## config.mk

```make
export PLATFORM = sky130hd
export DESIGN_NAME = writeback_stage
export DESIGN_NICKNAME = d
export VERILOG_FILES = /design/src/rtl/writeback_stage.sv
export SDC_FILE = /design/constraint.sdc
export NUM_CORES = 1
export LEC_CHECK = 0
export CAP_MARGIN = 10
export CELL_PAD_IN_SITES_DETAIL_PLACEMENT = 0
export CELL_PAD_IN_SITES_GLOBAL_PLACEMENT = 2
export CORE_MARGIN = 10
export CORE_UTILIZATION = 24
export CTS_CLUSTER_SIZE = 24
export DETAILED_ROUTE_END_ITERATION = 8
export GPL_ROUTABILITY_DRIVEN = 0
export HOLD_SLACK_MARGIN = 0.06
export PLACE_DENSITY = 0.91
export SLEW_MARGIN = 10
export SYNTH_ARGS = -nofsm -noshare
export SYNTH_HDL_FRONTEND = slang
export SYNTH_SLANG_ARGS = --single-unit
```

## constraint.sdc

```tcl
create_clock -name clk -period 9.1 [get_ports clk]
set_input_delay 2.73 -clock clk [delete_from_list [all_inputs] [get_ports clk]]
set_output_delay 2.73 -clock clk [all_outputs]
set_load 0.01 [all_outputs]
```

## src/rtl/writeback_stage.sv

```systemverilog
// rtl/writeback_stage.sv - write-back stage: scalar RF write, serialized vector RF write, forwarding
module writeback_stage #(
    parameter int DATA_W = 32,
    parameter int VLEN   = 48,
    parameter int BEAT_W = 16,
    parameter int REG_AW = 5
) (
    input  logic              clk,
    input  logic              rst,
    input  logic              i_wb_valid,
    input  logic              i_reg_write,
    input  logic              i_vreg_write,
    input  logic [1:0]        i_men2reg,
    input  logic [DATA_W-1:0] i_aluRes,
    input  logic [DATA_W-1:0] i_signImm,
    input  logic [VLEN-1:0]   i_data,
    input  logic [VLEN-1:0]   i_aluResV,
    input  logic [REG_AW-1:0] i_rd,
    input  logic [REG_AW-1:0] i_vd,
    output logic              o_stall,
    output logic              o_rf_we,
    output logic [REG_AW-1:0] o_rf_addr,
    output logic [DATA_W-1:0] o_rf_wdata,
    output logic              o_vrf_we,
    output logic [REG_AW-1:0] o_vrf_addr,
    output logic [1:0]        o_vrf_lane,
    output logic [BEAT_W-1:0] o_vrf_wdata,
    output logic              o_fwd_valid,
    output logic [REG_AW-1:0] o_fwd_rd,
    output logic [DATA_W-1:0] o_fwd_data
);

    // Beat count is fixed by the vector and port widths.
    localparam int         BEATS     = VLEN / BEAT_W;
    localparam logic [1:0] LAST_BEAT = 2'(BEATS - 1);

    typedef enum logic {
        S_IDLE  = 1'b0,
        S_VBEAT = 1'b1
    } state_t;

    state_t                        r_state;
    logic [1:0]                    r_beat;
    logic [VLEN-1:0]               r_vword;
    logic [REG_AW-1:0]             r_vd;
    logic                          r_rf_we;
    logic [REG_AW-1:0]             r_rf_addr;
    logic [DATA_W-1:0]             r_rf_wdata;

    logic                          w_stall;
    logic                          w_accept;
    logic                          w_scalar_wr;
    logic                          w_vector_wr;
    logic [DATA_W-1:0]             w_scalar_sel;
    logic [VLEN-1:0]               w_vector_sel;
    logic [BEATS-1:0][BEAT_W-1:0]  w_lanes;

    // Upstream is held while lanes other than the last are still pending, so the
    // next instruction can be taken in the final beat without a bubble.
    assign w_stall     = (r_state == S_VBEAT) && (r_beat != LAST_BEAT);
    assign w_accept    = i_wb_valid && !w_stall;
    assign w_scalar_wr = w_accept && i_reg_write && (i_rd != '0);
    assign w_vector_wr = w_accept && i_vreg_write;

    // Scalar result mux; the reserved encoding falls back to the ALU result.
    always_comb begin
        w_scalar_sel = i_aluRes;
        case (i_men2reg)
            2'b01:   w_scalar_sel = i_data[DATA_W-1:0];
            2'b10:   w_scalar_sel = i_signImm;
            default: w_scalar_sel = i_aluRes;
        endcase
    end

    assign w_vector_sel = (i_men2reg == 2'b01) ? i_data : i_aluResV;

    // Scalar write port: one-cycle pulse after accept; x0 is never written.
    always_ff @(posedge clk or posedge rst) begin
        if (rst) begin
            r_rf_we    <= 1'b0;
            r_rf_addr  <= '0;
            r_rf_wdata <= '0;
        end else begin
            r_rf_we <= w_scalar_wr;
            if (w_scalar_wr) begin
                r_rf_addr  <= i_rd;
                r_rf_wdata <= w_scalar_sel;
            end
        end
    end

    // Vector serializer: capture word on accept, then emit one lane per cycle.
    always_ff @(posedge clk or posedge rst) begin
        if (rst) begin
            r_state <= S_IDLE;
            r_beat  <= 2'd0;
            r_vword <= '0;
            r_vd    <= '0;
        end else begin
            case (r_state)
                S_IDLE: begin
                    if (w_vector_wr) begin
                        r_state <= S_VBEAT;
                        r_beat  <= 2'd0;
                        r_vword <= w_vector_sel;
                        r_vd    <= i_vd;
                    end
                end
                S_VBEAT: begin
                    if (r_beat != LAST_BEAT) begin
                        r_beat <= r_beat + 2'd1;
                    end else if (w_vector_wr) begin
                        r_beat  <= 2'd0;
                        r_vword <= w_vector_sel;
                        r_vd    <= i_vd;
                    end else begin
                        r_state <= S_IDLE;
                        r_beat  <= 2'd0;
                    end
                end
            endcase
        end
    end

    assign w_lanes = r_vword;

    assign o_stall     = w_stall;
    assign o_rf_we     = r_rf_we;
    assign o_rf_addr   = r_rf_addr;
    assign o_rf_wdata  = r_rf_wdata;
    assign o_fwd_valid = r_rf_we;
    assign o_fwd_rd    = r_rf_addr;
    assign o_fwd_data  = r_rf_wdata;

    // Vector port fields are only meaningful while serializing; held at zero otherwise.
    assign o_vrf_we    = (r_state == S_VBEAT);
    assign o_vrf_addr  = o_vrf_we ? r_vd : '0;
    assign o_vrf_lane  = o_vrf_we ? r_beat : 2'd0;
    assign o_vrf_wdata = o_vrf_we ? w_lanes[r_beat] : '0;

endmodule

```

==> flow_metrics.py, run 1 <==
metrics = {
    "power": {
        "p_leak_uw": 0.003367,
        "cellPowerDensity_nw_per_um2": 287.3,
        "ir_drop_uv": 114.6,
        "fin_total_pwr_uw": 2402,
    },
    "floorplan": {
        "rows": 54,
        "dieArea_sq_um": 28810,
        "core_area_sq_um": 21960,
        "io_pins": 278,
        "die_h_um": 169.7,
        "start_util": 0.2451,
        "dieWidth_um": 169.7,
    },
    "clock_tree": {
        "cts_buffers": 9,
        "htreeDepth": 3,
        "cts_setup_buffers": 0,
        "postCtsHoldBufs": 0,
        "cts_root_buffer": "clkbuf_16",
        "cts-resized-gates": 0,
        "clk_pin_slew_worst_paths_ns": 0.07,
        "cts.sinks": 94,
        "clockBufferDepth": 2,
        "cts_tree": "done",
        "clkLatencyLatePin_ns": 0.35,
    },
    "timing": {
        "fmax_mhz": 184.7,
        "fin_skew_ns": 0.01235,
        "rsz0062_at_grt": "false",
        "tns_ns": 0,
        "slew_headroom": 0.3028,
        "fin_crit_ns": 5.415,
        "maxSlewViolCount": 0,
        "period_share": 0.5950,
        "hold_viol_final": 0,
        "tightest_slew_ns": 1.046,
        "setup_viol_count_final": 0,
    },
    "global_routing": {
        "antenna_found_initial": 1,
        "grt_pass1_vias": 5197,
        "grt_max_degree": 66,
        "grt_pass1_wl_um": 33260,
        "gr-usage-all-layers": 0.1515,
        "grt_overflow": 0,
    },
    "yosys": {
        "synth_area_sq_um": 5381,
        "synth_top_area_cell": "dfrtp_1",
        "ys_seq_area_frac": 0.4371,
        "synth.top_cells.by_area": "dfrtp_1, mux2i_1, buf_4, mux2_4, mux2_2",
        "synth.distinct_cells": 21,
        "syn-mean-instance-area_sq_um": 9.784,
        "synth-seq-cells": 94,
        "synthCells": 550,
        "syn-num-nets": 729,
        "synth_top_area_frac": 0.4371,
        "yosysWarnings": 0,
    },
    "drt": {
        "drt_iter0_markers": 225,
        "drc_errors": 0,
        "via_per_inst": 4.540,
        "wl_per_cell_um": 21.47,
        "dr.pass1.iters": 4,
        "wirelength_um": 22480,
        "ant_nets": 0,
        "via_count": 4753,
    },
    "placed_design": {
        "dpl.cell_count": 1032,
        "dp_hpwl_um": 17410,
        "port_buffers": 277,
    },
    "worst_setup_path": {
        "required_ns": 6.37,
        "start_kind": "flop",
        "crit_buf_inv": 2,
        "critPathMaxStageDelay_ns": 0.79,
        "crit_slowest_cell": "dfrtp_1",
        "cp-end-kind": "output port",
        "cp_top_family": "buffers and inverters",
        "path_cells": "nor2b_1 -> buf_4 -> nand2_1 -> o21ai_0 -> and2_1 -> clkdlybuf4s50_1",
        "worstSetupPathType": "flop to output port",
        "worstPathArrival_ns": 2.68,
        "crit_path_max_fanout": 22,
    },
    "final_layout": {
        "synthToLayoutAreaGrowth_pct": 55.36,
        "drive_above_1_share": 0.08735,
        "finalNonFillerCells": 1047,
        "final_core_util": 0.3807,
        "fin_nets": 942,
        "num_antenna_cells": 0,
    },
    "min_path": {
        "hold_path.class": "flop to flop",
    },
    "job": {
        "cap_violations": 0,
    },
    "status": {
        "status": "complete, no violations",
    },
}
==> final timing paths <==
check	slack [ns]	cells after the start	end	startpoint
hold reg to reg	0.50	1	r_vd[0]$_DFFE_PP0P_	r_vd[0]$_DFFE_PP0P_
max in group asynchronous	5.13	3	r_vword[8]$_DFFE_PP0P_	rst
setup / recovery	3.69	6	o_vrf_wdata[14]	r_beat[0]$_DFFE_PP0P_
min in group asynchronous	2.82	2	r_vword[35]$_DFFE_PP0P_	rst
hold / removal	0.50	1	r_vd[0]$_DFFE_PP0P_	r_vd[0]$_DFFE_PP0P_
setup reg to reg	6.23	5	r_beat[0]$_DFFE_PP0P_	r_beat[0]$_DFFE_PP0P_
==> Yosys cell counts <==
library cell  instances
buf_2                22
a22oi_1              33
mux2_4               19
nor2b_1               1
nand4_1               1
and2_1               23
nor3_1                1
a21oi_1              49
buf_6                 3
mux2i_1              64
buf_4                39
nand2b_1              1
o21ai_0              48
inv_1                 5
nor2_1               52
ha_1                  2
mux2_2               23
dfrtp_1              94
clkbuf_1             17
a22o_1                1
nand2_1              52
==> registers in the layout, summed over array words and instances (netlist names) <==
signal	count
r_vd	5
o_fwd_data	32
o_vrf_we	1
o_fwd_rd	5
o_fwd_valid	1
r_vword	48
r_beat	2
==> power by group <==
group          internal (uW)  total [uW]  switching [uW]
clock network            200         374             174
registers                617         799             182
logic                    721        1230             508
==> layer usage <==
layer	global-route usage	up-vias	part of all wire	routed length, um
met3	0.05606	19	0.087	1960
met2	0.2543	188	0.48	10750
met4	0.03853	2	0.015	344
met5	0	-	0.00031	7
li1	-	2296	-	-
met1	0.1788	2248	0.42	9417
==> layout by cell type, fill, tap and decap left out, drive strengths merged, types with 11 or more instances in the layout <==
cell,n
clkdlybuf4s50,277
dfrtp,94
mux2i,64
nand2,52
nor2,52
a21oi,49
o21ai,48
mux2,42
a22oi,33
and2,23
clkbuf,11
==> layout make-up <==
class	instances	area, sq um
Clock buffer	11	252.7
Clock inverter	4	30.03
Fill cell	2247	13600
Inverter	5	21.27
Multi-Input combinational cell	370	2536
Sequential cell	94	2352
Tap cell	280	350.3
Timing Repair Buffer	283	2818
==> metrics by stage <==
step | cell area, sq um | hold slack, ns | worst slack (ns)
CTS | 8361 | 0.5042 | 3.630
detailed placement | 8078 | 0.4880 | 3.793
floorplan | 5381 | 0.4720 | 3.921
finish | 8361 | 0.5001 | 3.685
global route | 8361 | 0.5176 | 3.525
global placement | 8078 | 0.4813 | 3.838
==> logic make-up (layout without fill, tap and decap cells) <==
logic type | count (synthesis) | in the layout | share of synthesized area
simple gates | 131 | 131 | 0.1037
compound gates | 131 | 131 | 0.1379
flops | 94 | 94 | 0.4371
fa+ha+maj | 2 | 2 | 0.004649
mux | 106 | 106 | 0.2202
buf+inv | 86 | 303 | 0.09649
Power figures use the tool's default switching activity.
==> run 2: changes to the inputs <==
CORE_UTILIZATION = 23   (was 24)
PLACE_DENSITY = 0.88   (was 0.91)
clock period = 5.6 ns   (was 9.1 ns; I/O delays follow)
==> run 2 against run 1 <==
Against the previous run: worst setup slack worse by 2.5 ns; worst hold slack better by 0.0022 ns; largest power group unchanged; critical path type unchanged; combinational power up 63%; wire length about the same; power up 66%; die area up 3.8%.
==> flow_metrics.py, run 2 (synthesized netlist as in run 1, its figures left out) <==
metrics = {
    "status": {
        "status": "complete, no violations",
    },
    "final_layout": {
        "synthToLayoutAreaGrowth_pct": 57.89,
        "largest_reg_flops": 48,
        "final_core_util": 0.3719,
        "num_antenna_cells": 0,
        "drive_above_1_share": 0.09209,
        "fin_nets": 945,
        "layout.cells.most_common": "clkdlybuf4s50_1",
        "largest_register": "r_vword",
        "final_cell_mix": "clkdlybuf4s50_1, dfrtp_1, mux2i_1",
    },
    "power": {
        "p_sw_frac": 0.3521,
        "power.internal_uw": 2589,
        "p_switching_uw": 1407,
        "fin_total_pwr_uw": 3996,
        "p_comb_frac": 0.502,
        "cellPowerDensity_nw_per_um2": 470.3,
        "pwr-share-clk": 0.175,
        "ir_drop_uv": 160.3,
        "seqPwrFrac": 0.323,
        "p_leak_uw": 0.003417,
    },
    "timing": {
        "period_share": 0.7852,
        "rsz0062_at_grt": "false",
        "fin_skew_ns": 0.004270,
        "tightest_slew_ns": 0.9890,
        "tns_ns": 0,
        "hold_viol_final": 0,
        "fmax_mhz": 227.4,
        "maxSlewViolCount": 0,
        "slew_headroom": 0.3387,
        "fin_crit_ns": 4.397,
        "setup_viol_count_final": 0,
    },
    "worst_setup_path": {
        "worstSetupPathType": "flop to output port",
        "start_kind": "flop",
        "cp-end-kind": "output port",
        "crit_buf_inv": 2,
        "path_cells": "nor2b_1 -> buf_4 -> nand2_1 -> o21ai_0 -> and2_1 -> clkdlybuf4s50_1",
        "cp_top_family": "buffers and inverters",
        "required_ns": 3.92,
        "crit_path_max_fanout": 22,
        "critPathMaxStageDelay_ns": 0.77,
        "crit_slowest_cell": "dfrtp_1",
        "worstPathArrival_ns": 2.72,
    },
    "clock_tree": {
        "cts_setup_buffers": 0,
        "htreeDepth": 3,
        "clk_pin_slew_worst_paths_ns": 0.07,
        "cts.sinks": 94,
        "cts_root_buffer": "clkbuf_16",
        "clockBufferDepth": 2,
        "cts-resized-gates": 0,
        "cts_tree": "done",
        "cts_buffers": 9,
        "clkLatencyLatePin_ns": 0.35,
        "postCtsHoldBufs": 0,
    },
    "placed_design": {
        "port_buffers": 277,
        "dp_hpwl_um": 17730,
    },
    "global_routing": {
        "grt_overflow": 0,
        "grt_pass1_vias": 5042,
        "grt_max_degree": 69,
        "antenna_found_initial": 0,
        "grt_pass1_wl_um": 33350,
        "gr-usage-all-layers": 0.1462,
    },
    "drt": {
        "dr.pass1.iters": 4,
        "wirelength_um": 22470,
        "via_count": 4652,
        "ant_nets": 0,
        "wl_per_cell_um": 20.72,
        "via_per_inst": 4.292,
        "drt_iter0_markers": 264,
        "drc_errors": 0,
    },
    "job": {
        "cap_violations": 0,
    },
    "floorplan": {
        "dieArea_sq_um": 29920,
        "rows": 55,
        "die_h_um": 173.0,
        "start_util": 0.2355,
        "dieWidth_um": 173.0,
        "io_pins": 278,
        "core_area_sq_um": 22850,
    },
    "min_path": {
        "hold_path.class": "flop to flop",
    },
}
run 2: layout make-up:
| class | count | area (sq um) |
|---|---|---|
| fill | 2379 | 14350 |
| tap | 313 | 391.6 |
| sequential | 94 | 2352 |
| inverter | 5 | 21.27 |
| multi-input combinational | 370 | 2536 |
| clock buffer | 10 | 239.0 |
| clock inverter | 6 | 91.34 |
| timing repair buffer | 286 | 2865 |
run 2: path summary, 6_finish.rpt:
| path | startpoint | end | slack [ns] | depth (start not counted) |
|---|---|---|---|---|
| setup / recovery | r_beat[0]$_DFFE_PP0P_ | o_vrf_wdata[9] | 1.20 | 6 |
| hold / removal | r_vd[4]$_DFFE_PP0P_ | r_vd[4]$_DFFE_PP0P_ | 0.50 | 1 |
| setup reg to reg | r_beat[0]$_DFFE_PP0P_ | o_fwd_data[3]$_DFFE_PP0P_ | 2.67 | 5 |
| hold reg to reg | r_vd[4]$_DFFE_PP0P_ | r_vd[4]$_DFFE_PP0P_ | 0.50 | 1 |
| max in group asynchronous | rst | o_fwd_data[26]$_DFFE_PP0P_ | 2.77 | 3 |
| min in group asynchronous | rst | r_vd[0]$_DFFE_PP0P_ | 1.86 | 2 |
run 2: per-stage QoR:
step                setup WS, ns  area [sq um]  hold WS, ns  cells
finish                     1.203          8497       0.5023   1084
CTS                        1.207          8497       0.5068   1084
global placement           1.577          8167       0.4804   1068
global route              0.9351          8497       0.5292   1084
floorplan                  1.471          5381       0.4720    550
detailed placement         1.553          8167       0.4903   1068
run 2: per-layer routing:
| layer | wire [um] | part of all wire | GRT usage |
|---|---|---|---|
| met2 | 10730 | 0.48 | 0.2443 |
| met1 | 9792 | 0.44 | 0.1758 |
| met4 | 266 | 0.012 | 0.03773 |
| met3 | 1675 | 0.075 | 0.04966 |
| met5 | 0 | 0 | 0 |
run 2: power groups by stage:
stage | sequential (uW) | clock [uW] | combinational (uW)
floorplan | 1230 | 0 | 1090
global placement | 1300 | 0 | 2030
detailed placement | 1310 | 0 | 2040
CTS | 1300 | 722 | 2050
global route | 1350 | 748 | 2180
finish | 1290 | 698 | 2010
==> patch, RTL diff (settings of run 2) <==
Make the reset (`rst`) synchronous in 2 clocked blocks.
--- a/src/rtl/writeback_stage.sv
+++ b/src/rtl/writeback_stage.sv
@@ -76,5 +76,5 @@
 
     // Scalar write port: one-cycle pulse after accept; x0 is never written.
-    always_ff @(posedge clk or posedge rst) begin
+    always_ff @(posedge clk) begin
         if (rst) begin
             r_rf_we    <= 1'b0;
@@ -91,5 +91,5 @@
 
     // Vector serializer: capture word on accept, then emit one lane per cycle.
-    always_ff @(posedge clk or posedge rst) begin
+    always_ff @(posedge clk) begin
         if (rst) begin
             r_state <= S_IDLE;
Behaviour: differs if rst is asserted again (counterexample within 4 cycles, from zero or initial values and one cycle with rst high); with rst held inactive, the same outputs for 10 cycles.
==> patch against run 2 <==
  * Non-clock buffer count is 1 lower
  * Utilization is 1.3 points lower
  * Setup slack better by 0.33 ns
  * Sequential cell count stayed put
  * Design area is 1.2% lower
  * Area after synthesis is 1.2% higher
  * Via count is 12% higher
  * Die area is 1.0% higher
  * Routed wire length is 4.1% higher
  * Critical path type unchanged
Power is not compared: it rests on default switching activity, and its combinational part moved more than twofold at a synthesized area within 25%.
==> patch: results (changes against run 2) <==
| Group | Item | Value | vs run 2 |
| --- | --- | --- | --- |
| status | Outcome | completed |  |
| grt | Via count of the first global-routing pass | 5275 | +4.6% |
| placement | IO Port Bufs | 277 | unchanged |
| grt | Met1 track demand over resource | 17.75% | +0.16 points |
| logic synthesis | Post-synthesis cell type count | 27 | +29% |
| setup path | Worst path max stage delay | 0.65 ns | -0.12 ns |
| cells and area | Final-layout clock buffer total | 11 | +1 |
| cells and area | Most flops, register | r_vword |  |
| logic synthesis | Sequential fraction of the synthesis area | 34.56% | -9.2 points |
| cells and area | Sequential portion of the cell area | 22.44% | -5.2 points |
| detailed routing | Ratio of routed vias to standard cells | 4.690 | +9.3% |
| setup path | CP Max Fanout | 20 | -9.1% |
| cells and area | # nets final | 962 | +1.8% |
| setup path | Slowest library cell on the worst path | dfxtp_2 |  |
| placement | HPWL Detailed | 18.00 mm | +1.5% |
| cells and area | Antenna diode instance count | 1 | +1 |
| detailed routing | Number of vias in the routed layout | 5196 | +12% |
| cells and area | Count of multi-input gates | 388 | +4.9% |
| detailed routing | Total detailed-routing wirelength | 23.40 mm | +4.1% |
| cells and area | Layout buffering overhead excluding clock cells | 33.87% | +0.15 points |
| grt | Global-route usage over all layers | 14.97% | +0.35 points |
| placement | Placed Instances | 1091 | +2.2% |
| grt | Wire length of the first global-routing pass | 35.07 mm | +5.2% |
| cells and area | Filler cell count in the final layout | 2430 | +2.1% |
| logic synthesis | Synth async-reset ratio | 0% | -100 points |
| cells and area | Non-Clock Buffer Count | 285 | -0.35% |
| logic synthesis | Complex-gate fraction of the synthesized area | 31.16% | +17 points |
| clock tree | Total of cells resized after clock tree synthesis | 0 | unchanged |
| logic synthesis | Number of synthesized flops with an enable pin | 0 | unchanged |
| logic synthesis | Number of cells produced by synthesis | 590 | +7.3% |
| cells and area | Clk tree area frac | 3.861% | -0.026 points |
| logic synthesis | Net count after synthesis | 769 | +5.5% |
| detailed routing | Number of violations reported at the end of detailed-routing iteration 0 | 279 | +5.7% |
| setup path | CP Data Arrival Time | 2.39 ns | -0.33 ns |
| logic synthesis | Proportion of synthesized area in mux cells | 12.87% | -9.2 points |
| logic synthesis | Ranking of synthesized cells by area | dfxtp_1 (35%), mux2i_1 (13%), a211oi_2 (9.7%), buf_4 (5.9%), a221o_1 (5.9%) |  |
| logic synthesis | Leading cell types by count after synthesis | dfxtp_1 (94), mux2i_1 (70), nor2_1 (57) |  |
| cells and area | Area used by multi-input combinational logic | 2923 sq um | +15% |
| timing | Slew @ Worst Pin | 1.228 ns | +0.2391 ns |
| cells and area | Layout cell share with drive strength beyond 1 | 9.010% | -0.20 points |
| grt | Global-route met3 utilization | 5.184% | +0.22 points |
| grt | Maximum number of pins on one net before global-route repair | 97 | +41% |
==> patch: critical path: cells and delay by family, from the launching register on <==
kind / cells / cell delay (ns)
buffers and inverters: 2 / 0.86
AO/OA/AOI/OAI: 1 / 0.09
multiplexers: 1 / 0.26
flip-flops: 1 / 0.65
AND/OR/NAND/NOR: 1 / 0.16
==> patch: worst paths after layout <==
check                                            start                    endpoint  slack [ns]
worst min register to register    r_vd[2]$_SDFFE_PP0P_        r_vd[2]$_SDFFE_PP0P_        0.49
worst max-delay path            r_beat[0]$_SDFFE_PP0P_              o_vrf_wdata[4]        1.53
worst min-delay path              r_vd[2]$_SDFFE_PP0P_        r_vd[2]$_SDFFE_PP0P_        0.49
worst max register to register  r_beat[0]$_SDFFE_PP0P_  o_fwd_data[2]$_SDFFE_PP0P_        2.93
==> patch: through the flow <==
stage          total power, mW  area, sq um  hold slack (ns)  setup WS (ns)  utilization (%)
5_1_grt                  1.996         8391           0.5120          1.350            35.85
4_1_cts                  1.933         8391           0.4935          1.500            35.85
6_report                 1.899         8393           0.4908          1.534            35.86
3_5_place_dp             1.237         8066           0.4784          1.614            34.47
2_1_floorplan           0.9969         5445           0.4515          2.750                -
3_3_place_gp             1.234         8066           0.4693          1.630            34.47
==> patch: layer usage <==
metal | vias to the layer above | share of wire [%] | wire, um
li1 | 2546 | - | -
met1 | 2437 | 41 | 9705
met2 | 200 | 50 | 11620
met3 | 13 | 7.9 | 1845
met4 | 0 | 0.97 | 227
met5 | - | 0 | 0
==> patch: power by group <==
group	internal, mW	leakage, nW	total, mW	switching, mW
Combinational	0.259	1.84	0.469	0.210
Clock	0.405	0.156	0.684	0.279
Sequential	0.711	0.771	0.746	0.0345
Total	1.38	2.77	1.90	0.524
